File: src/rtl/scie_cfir_param.sv
// Complex FIR coprocessor: loadable complex taps, a delay line fed by PUSH, and a
// tap-serial complex MAC whose scaled, saturated or wrapped result lands in io_rd_*.
module scie_cfir_param #(
    parameter int W    = 16,
    parameter int TAPS = 4,
    parameter int FRAC = 0,
    parameter int SAT  = 1
) (
    input  logic                clock,
    input  logic                reset_n,
    input  logic                io_valid,
    input  logic [31:0]         io_insn,
    input  logic signed [W-1:0] io_rs1_real,
    input  logic signed [W-1:0] io_rs1_imag,
    input  logic [31:0]         io_rs2,
    output logic signed [W-1:0] io_rd_real,
    output logic signed [W-1:0] io_rd_imag,
    output logic                io_busy,
    output logic                io_done,
    output logic                io_err
);
    localparam int KW = (TAPS > 1) ? $clog2(TAPS) : 1;
    localparam int AW = 2 * W + $clog2(TAPS) + 1;

    localparam logic [6:0] OP_LOAD  = 7'h0B;
    localparam logic [6:0] OP_PUSH  = 7'h2B;
    localparam logic [6:0] OP_CLEAR = 7'h7B;

    typedef enum logic [1:0] {IDLE, MAC, DONE} state_t;

    state_t state, state_next;

    logic signed [W-1:0]  coef_re [TAPS];
    logic signed [W-1:0]  coef_im [TAPS];
    logic signed [W-1:0]  x_re    [TAPS];
    logic signed [W-1:0]  x_im    [TAPS];
    logic [KW-1:0]        k;
    logic signed [AW-1:0] acc_re, acc_im;

    logic [6:0] op;
    logic       is_load, is_push, is_clear, busy, rs2_ok;
    logic       load_ok, push_ok, clear_ok, err_set, last_tap;
    logic       unused_insn;

    assign op          = io_insn[6:0];
    assign unused_insn = ^io_insn[31:7];
    assign busy        = (state != IDLE);
    assign io_busy     = busy;
    assign is_load     = io_valid && (op == OP_LOAD);
    assign is_push     = io_valid && (op == OP_PUSH);
    assign is_clear    = io_valid && (op == OP_CLEAR);
    assign rs2_ok      = (io_rs2 < 32'(TAPS));
    assign load_ok     = is_load && !busy && rs2_ok;
    assign push_ok     = is_push && !busy;
    assign clear_ok    = is_clear && !busy;
    assign err_set     = (is_load && (busy || !rs2_ok)) || ((is_push || is_clear) && busy);
    assign last_tap    = (k == KW'(TAPS - 1));

    logic signed [W-1:0]   cr, ci, xr, xi;
    logic signed [2*W-1:0] p_rr, p_ii, p_ri, p_ir;
    logic signed [AW-1:0]  acc_re_next, acc_im_next, sh_re, sh_im;

    always_comb begin
        cr   = coef_re[k];
        ci   = coef_im[k];
        xr   = x_re[k];
        xi   = x_im[k];
        p_rr = (2*W)'(cr) * (2*W)'(xr);
        p_ii = (2*W)'(ci) * (2*W)'(xi);
        p_ri = (2*W)'(cr) * (2*W)'(xi);
        p_ir = (2*W)'(ci) * (2*W)'(xr);
        acc_re_next = acc_re + AW'(p_rr) - AW'(p_ii);
        acc_im_next = acc_im + AW'(p_ri) + AW'(p_ir);
        sh_re = acc_re >>> FRAC;
        sh_im = acc_im >>> FRAC;
    end

    // Out of range when the bits above the W-bit sign position disagree with it.
    function automatic logic [W-1:0] fit(input logic signed [AW-1:0] v);
        if (SAT != 0 && !((&v[AW-1:W-1]) || !(|v[AW-1:W-1])))
            fit = v[AW-1] ? {1'b1, {(W-1){1'b0}}} : {1'b0, {(W-1){1'b1}}};
        else
            fit = v[W-1:0];
    endfunction

    always_comb begin
        state_next = state;
        case (state)
            IDLE:    if (push_ok) state_next = MAC;
            MAC:     if (last_tap) state_next = DONE;
            DONE:    state_next = IDLE;
            default: state_next = IDLE;
        endcase
    end

    always_ff @(posedge clock or negedge reset_n) begin
        if (!reset_n) begin
            state      <= IDLE;
            k          <= '0;
            acc_re     <= '0;
            acc_im     <= '0;
            io_rd_real <= '0;
            io_rd_imag <= '0;
            io_done    <= 1'b0;
            io_err     <= 1'b0;
            for (int unsigned i = 0; i < TAPS; i++) begin
                coef_re[i] <= '0;
                coef_im[i] <= '0;
                x_re[i]    <= '0;
                x_im[i]    <= '0;
            end
        end else begin
            state   <= state_next;
            io_done <= 1'b0;
            if (err_set)
                io_err <= 1'b1;
            else if (clear_ok)
                io_err <= 1'b0;
            if (load_ok) begin
                coef_re[io_rs2[KW-1:0]] <= io_rs1_real;
                coef_im[io_rs2[KW-1:0]] <= io_rs1_imag;
            end
            if (push_ok) begin
                for (int unsigned i = 1; i < TAPS; i++) begin
                    x_re[i] <= x_re[i-1];
                    x_im[i] <= x_im[i-1];
                end
                x_re[0] <= io_rs1_real;
                x_im[0] <= io_rs1_imag;
                acc_re  <= '0;
                acc_im  <= '0;
                k       <= '0;
            end
            if (clear_ok) begin
                for (int unsigned i = 0; i < TAPS; i++) begin
                    x_re[i] <= '0;
                    x_im[i] <= '0;
                end
                acc_re     <= '0;
                acc_im     <= '0;
                io_rd_real <= '0;
                io_rd_imag <= '0;
            end
            case (state)
                MAC: begin
                    acc_re <= acc_re_next;
                    acc_im <= acc_im_next;
                    k      <= last_tap ? '0 : k + 1'b1;
                end
                DONE: begin
                    io_rd_real <= fit(sh_re);
                    io_rd_imag <= fit(sh_im);
                    io_done    <= 1'b1;
                end
                default: ;
            endcase
        end
    end
endmodule
File: config.mk
export PLATFORM = sky130hd
export DESIGN_NAME = scie_cfir_param
export DESIGN_NICKNAME = d
export VERILOG_FILES = /design/src/rtl/scie_cfir_param.sv
export SDC_FILE = /design/constraint.sdc
export NUM_CORES = 2
export LEC_CHECK = 0
export ABC_AREA = 1
export CAP_MARGIN = 10
export CORE_UTILIZATION = 35
export CTS_CLUSTER_SIZE = 14
export DETAILED_ROUTE_END_ITERATION = 8
export GPL_TIMING_DRIVEN = 0
export SKIP_LAST_GASP = 1
export SYNTH_ARGS = -nofsm -noshare
export SYNTH_HDL_FRONTEND = slang
export SYNTH_SLANG_ARGS = --single-unit
File: constraint.sdc
create_clock -name clock -period 21.7 [get_ports clock]
set_clock_uncertainty 0.15 [all_clocks]
set_input_delay 2.17 -clock clock [delete_from_list [all_inputs] [get_ports clock]]
set_output_delay 2.17 -clock clock [all_outputs]
set_load 0.005 [all_outputs]
==> Word level (Yosys, flattened, before mapping) <==
Index checks and enable logic that the tools add are counted.
{ "totals": {"regBits": 364, "in_bits": 99} }
{ "op_classes": {"add_sub_neg": 5, "n_reduce_logical": 31, "n_eq_ne": 8, "magnitude_cmp": 4, "mul": 4, "n_mux": 40, "n_bitwise": 2} }
{ "op_table": {"columns": ["operator", "n"], "rows": [
  ["$mux W16", 16],
  ["$mux W64", 4],
  ["$mux W35", 4],
  ["$bmux W16 S2", 4],
  ["$bwmux W64", 2],
  ["$mul A16 B16 Y32", 4],
  ["$add A35 B32 Y35", 3],
  ["$reduce_and A20 Y1", 2],
  ["$reduce_or A20 Y1", 2],
  ["$sub A35 B32 Y35", 1],
  ["$demux W16 S2", 1],
  ["$lt A32 B3 Y1 const B", 1],
  ["$logic_and A1 B1 Y1", 10],
  ["$mux W2", 5],
  ["$reduce_bool A2 Y1", 5],
  ["$eq A7 B4 Y1 const B", 1],
  ["$eq A7 B6 Y1 const B", 1],
  ["$eq A7 B7 Y1 const B", 1],
  ["$ge A3 B3 Y1 const B", 2],
  ["$not A2 Y3", 2],
  ["$logic_or A1 B1 Y1", 5],
  ["$eq A2 B2 Y1 const B", 2],
  ["$logic_not A1 Y1", 4],
  ["$ne A2 B2 Y1 const B", 2],
  ["8 further kinds", 10]
]} }

==> Longest topological paths before layout <==
{ "depth": {"word_depth": 8, "ltp_mapped": 39, "mapped_depth_nobuf": 36} }

==> Worst setup path before layout <==
No wires, ideal clock.
{ "synth_timing": {"path_kind": "register to register", "from": "register k[0]", "to": "register acc_im[34]", "t_arrival_ns": 7.721, "synth_period_minus_slack_ns": 7.989, "path_stages_with_launch": 34, "setup_time_ns": 0.118, "t_required_ns": 21.432, "slack_ns": 13.711, "path_cell_list": "dfrtp_1 -> buf_4 -> inv_2 -> buf_4 -> buf_2 -> nand2_1 -> a32oi_1 -> inv_1 -> buf_2 -> nor2_1 -> inv_1 -> fa_1 -> fa_1 -> fa_1 -> fa_1 -> fa_1 -> inv_1 -> fa_1 -> inv_1 -> fa_1 -> fa_1 -> inv_1 -> ha_1 -> inv_1 -> nor3_1 -> inv_1 -> nor2_1 -> nand2_1 -> nand2_1 -> a21oi_1 -> inv_1 -> nand2_1 -> nand3_1 -> nand2_1"} }
{ "synth_between": {"elab_chain_cells": 8, "elab_cells_between_ends": 18} }
{ "synth_lines": {"columns": ["element", "line", "source"], "rows": [
  ["start: declaration", "37", "logic [KW-1:0] k;"],
  ["start signal: assignment", "148", "k <= last_tap ? '0 : k + 1'b1;"],
  ["$not A2 Y3 (not written as such) (*)", null, null],
  ["$bmux W16 S2 (on tied branches)", "64, 67", null],
  ["$mux W16 (on tied branches) (2 in a row)", "64, 67", null],
  ["$mul A16 B16 Y32", "70", "p_ri = (2*W)'(cr) * (2*W)'(xi);"],
  ["$add A35 B32 Y35", "73", "acc_im_next = acc_im + AW'(p_ri) + AW'(p_ir);"],
  ["$add A35 B32 Y35 (*)", "73", null],
  ["$mux W35 (*)", "144", "case (state)"],
  ["end signal: assignment", "147", "acc_im <= acc_im_next;"],
  ["end: declaration", "38", "logic signed [AW-1:0] acc_re, acc_im;"]
]} }
Mark *: on every way between the ends. The rest lies on a longest branch, timed or not. The select of a mux whose other input is x is not followed.
A chain may end at the register's enable or synchronous reset.

==> Final worst setup path <==
{ "layout_timing": {"from": "register k[1]", "to": "register acc_im[33]"} }
The elaborated chain is that of the path after synthesis.

==> metrics.csv <==
stage;metric;value;unit
sta;worst_pin_slew;1473;ps
finish;antenna-diode-count;0;
clock_network;hold_buffers;0;
finish;share_of_post_route_cells_with_drive_strength_above_1;4.224;%
yosys;syn_nets;8601;
yosys;synth.ff_latch_count;364;
sta;worst_slew_margin_rel;1.819;%
global_route;global_route_wire_length_before_repair;338800;um
critical_path;critical_path.max_stage_delay;1120;ps
yosys;synth_seq_area_share;15.27;%
clock_network;clk-insertion-delay-late;650;ps
sta;rsz0062_at_grt;no;
yosys;netlist_instances;6884;
yosys;edff_count_synth;0;
clock_network;clock-root-buffer;sky130_fd_sc_hd__clkbuf_16;
floorplan;num_io_pins;134;
yosys;ys.flop_type;sky130_fd_sc_hd__dfrtp_1;
clock_network;post_cts.repair.setup_buffers;0;
placement;dp.final_hpwl;188800;um
critical_path;crit_path_top_delay_cell;sky130_fd_sc_hd__a32oi_1;
clock_network;clock_tree_from_tritoncts;done;
yosys;synth-async-reset-ratio;100.0;%
global_route;grt.overflow.total;0;
yosys;synth.avg_cell_area;8.663;sq um
placement;placer_s_final_routability_congestion_estimate;1.017;
floorplan;die-width;414.8;um
critical_path;worst_setup_path_startpoint;k[1];
sta;slew_viol_final;0;
global_route;number_of_antenna_violations_at_the_first_check_in_global_routing;16;
floorplan;fp-row-count;151;
yosys;synth_area_leader_cell;sky130_fd_sc_hd__fa_1;
placement;port-buffer-count;108;
global_route;first_global_vias;50803;
yosys;synth_top_area_share;44.01;%
yosys;mappedNetlistArea;59640;sq um
yosys;count_of_yosys_warnings_during_synthesis;0;
finish;nNetsFinal;8784;
floorplan;core_area;169300;sq um
critical_path;worstPathMaxFanout;10;
critical_path;critical-path-top-delay-family;adder cells;
sta;setup_viol;0;
clock_network;cts.clk_slew.worst_paths;60;ps
global_route;grt_max_degree;113;
routing;detailroute.via_count;46925;
routing;routed_wl;227600;um
sta;clock.fmax;0.09369;GHz
sta;fin_tns_setup;0;ps
yosys;netlist_cell_types;39;
min_path;worst_hold_path_type;flip-flop to flip-flop;
sta;timing.final.crit_period;10670;ps
clock_network;cts_made_buffers;44;
yosys;synthMostInstantiatedCell;sky130_fd_sc_hd__inv_1;
routing;ant_nets;0;
yosys;post_synth_most_frequent_cells;sky130_fd_sc_hd__inv_1, sky130_fd_sc_hd__fa_1, sky130_fd_sc_hd__nand2_1, sky130_fd_sc_hd__nor2_1, sky130_fd_sc_hd__dfrtp_1;
critical_path;crit_arrival;11050;ps
critical_path;r2r-start;k[1];
run;max_cap_violations;0;
routing;drt_pre_antenna_iters;9;
floorplan;floorplan.die.height;414.8;um
clock_network;htree_levels;2;
clock_network;maximum_root_to_sink_buffer_count;3;
routing;route.detailed.vias_per_inst;5.034;
routing;detailedRoute.firstIterationViolations;4298;
min_path;min_from;io_rd_real[2];
floorplan;design.die.area;172100;sq um
critical_path;critPathKind;flip-flop to flip-flop;
floorplan;starting_density;35.23;%
yosys;yosys-top-cells-area;sky130_fd_sc_hd__fa_1, sky130_fd_sc_hd__dfrtp_1, sky130_fd_sc_hd__inv_1;
global_route;total_routing_usage_reported_by_global_routing;26.98;%
finish;area_growth;10.01;%
clock_network;post_cts_resized;0;
routing;drc_errors;0;
critical_path;cp_common_cell;sky130_fd_sc_hd__fa_1;
critical_path;worst-endpoint-required;22080;ps
outcome;run_status;finished clean;
routing;routed_length_per_placed_instance;24.42;um
critical_path;crit_path_start_kind;flip-flop;
critical_path;worst-path-buf-inv;10;
sta;final_min_period_over_clock_period;49.19;%
clock_network;clock_sinks;364;
critical_path;end_kind;flip-flop;
sta;hold_viol_final;0;
[worst reg2reg max path: cells and delay by family (launching register included)]
| kind | cells | cell delay, ps |
|---|---|---|
| fa+ha+maj | 9 | 4720 |
| buf+inv | 10 | 2330 |
| simple gates | 7 | 1740 |
| compound gates | 2 | 1210 |
| flops | 1 | 400 |
[layout by cell type (no fill, tap or decap), drive strengths merged, types with 5 or more instances in the layout]
cell / synthesis / layout
o22ai: 110 / 110
buf: 134 / 164
a22o: 5 / 5
nor4: 18 / 18
nor3: 18 / 18
dfrtp: 364 / 364
clkinv: 4 / 20
nand4: 28 / 28
o211ai: 5 / 5
nor2: 729 / 729
a21oi: 146 / 146
ha: 307 / 307
inv: 1833 / 1836
nand3: 89 / 89
xor2: 8 / 8
o21ai: 255 / 255
nand2: 1274 / 1274
a32oi: 64 / 64
bufinv: 0 / 6
o21bai: 9 / 9
xnor2: 18 / 18
fa: 1311 / 1311
clkdlybuf4s50: 0 / 107
clkbuf: 135 / 190
[through the flow]
| step | area, sq um | util [%] | setup WS, ps | cells | hold slack [ps] |
|---|---|---|---|---|---|
| 2_1_floorplan | 59640 | - | 13710 | 6884 | 303.3 |
| 3_3_place_gp | 63490 | 37.51 | 1614 | 9210 | 315.3 |
| 3_5_place_dp | 63970 | 37.79 | 11210 | 9236 | 317.9 |
| 4_1_cts | 65560 | 38.73 | 11140 | 9318 | 333.5 |
| 5_1_grt | 65610 | 38.76 | 10790 | 9321 | 352.0 |
| 6_report | 65610 | 38.76 | 11030 | 9321 | 328.1 |
[worst paths after layout]
check	end	slack, ps	cells after the start
hold reg to reg	io_rd_real[2]	330	2
setup reg to reg	acc_im[33]	11030	28
max in group asynchronous	coef_im[9]	18510	3
min in group asynchronous	x_re[49]	1400	1
hold / removal	io_rd_real[2]	330	2
setup / recovery	acc_im[33]	11030	28
[flip-flops by register name, indices dropped and copies added (netlist names)]
signal,flops
state,2
x_re,64
io_err,1
acc_im,35
io_rd_real,16
coef_re,64
k,2
coef_im,64
x_im,64
io_done,1
acc_re,35
io_rd_imag,16
[logic make-up after synthesis]
family,Yosys count,synth area share [%]
DFF,364,15.27
buffers and inverters,2106,13.57
adders and majority gates,1618,50.45
AOI/OAI and AO/OA,602,6.149
xor gates and xnor gates,26,0.3818
and+or+nand+nor,2168,14.18
[metal layers]
metal / vias up / GRT usage, % / wire, um
met4: 4 / 10.88 / 10620
met2: 2186 / 41.00 / 98880
met1: 23928 / 36.52 / 94120
li1: 20420 / - / -
met3: 387 / 7.153 / 23980
met5: - / 0 / 21
[area by class of cell]
type	count	area, sq um
buffer	269	1202
tap	2218	2775
sequential	364	9109
timing repair buffer	137	1548
clock buffer	55	1222
fill	17247	103700
multi-input combinational	4414	42490
clock inverter	27	366.6
inverter	1837	6895
Power is left out: the tool's default activity adds up to more than one toggle a clock period on the data nets, which glitch-free logic cannot reach.
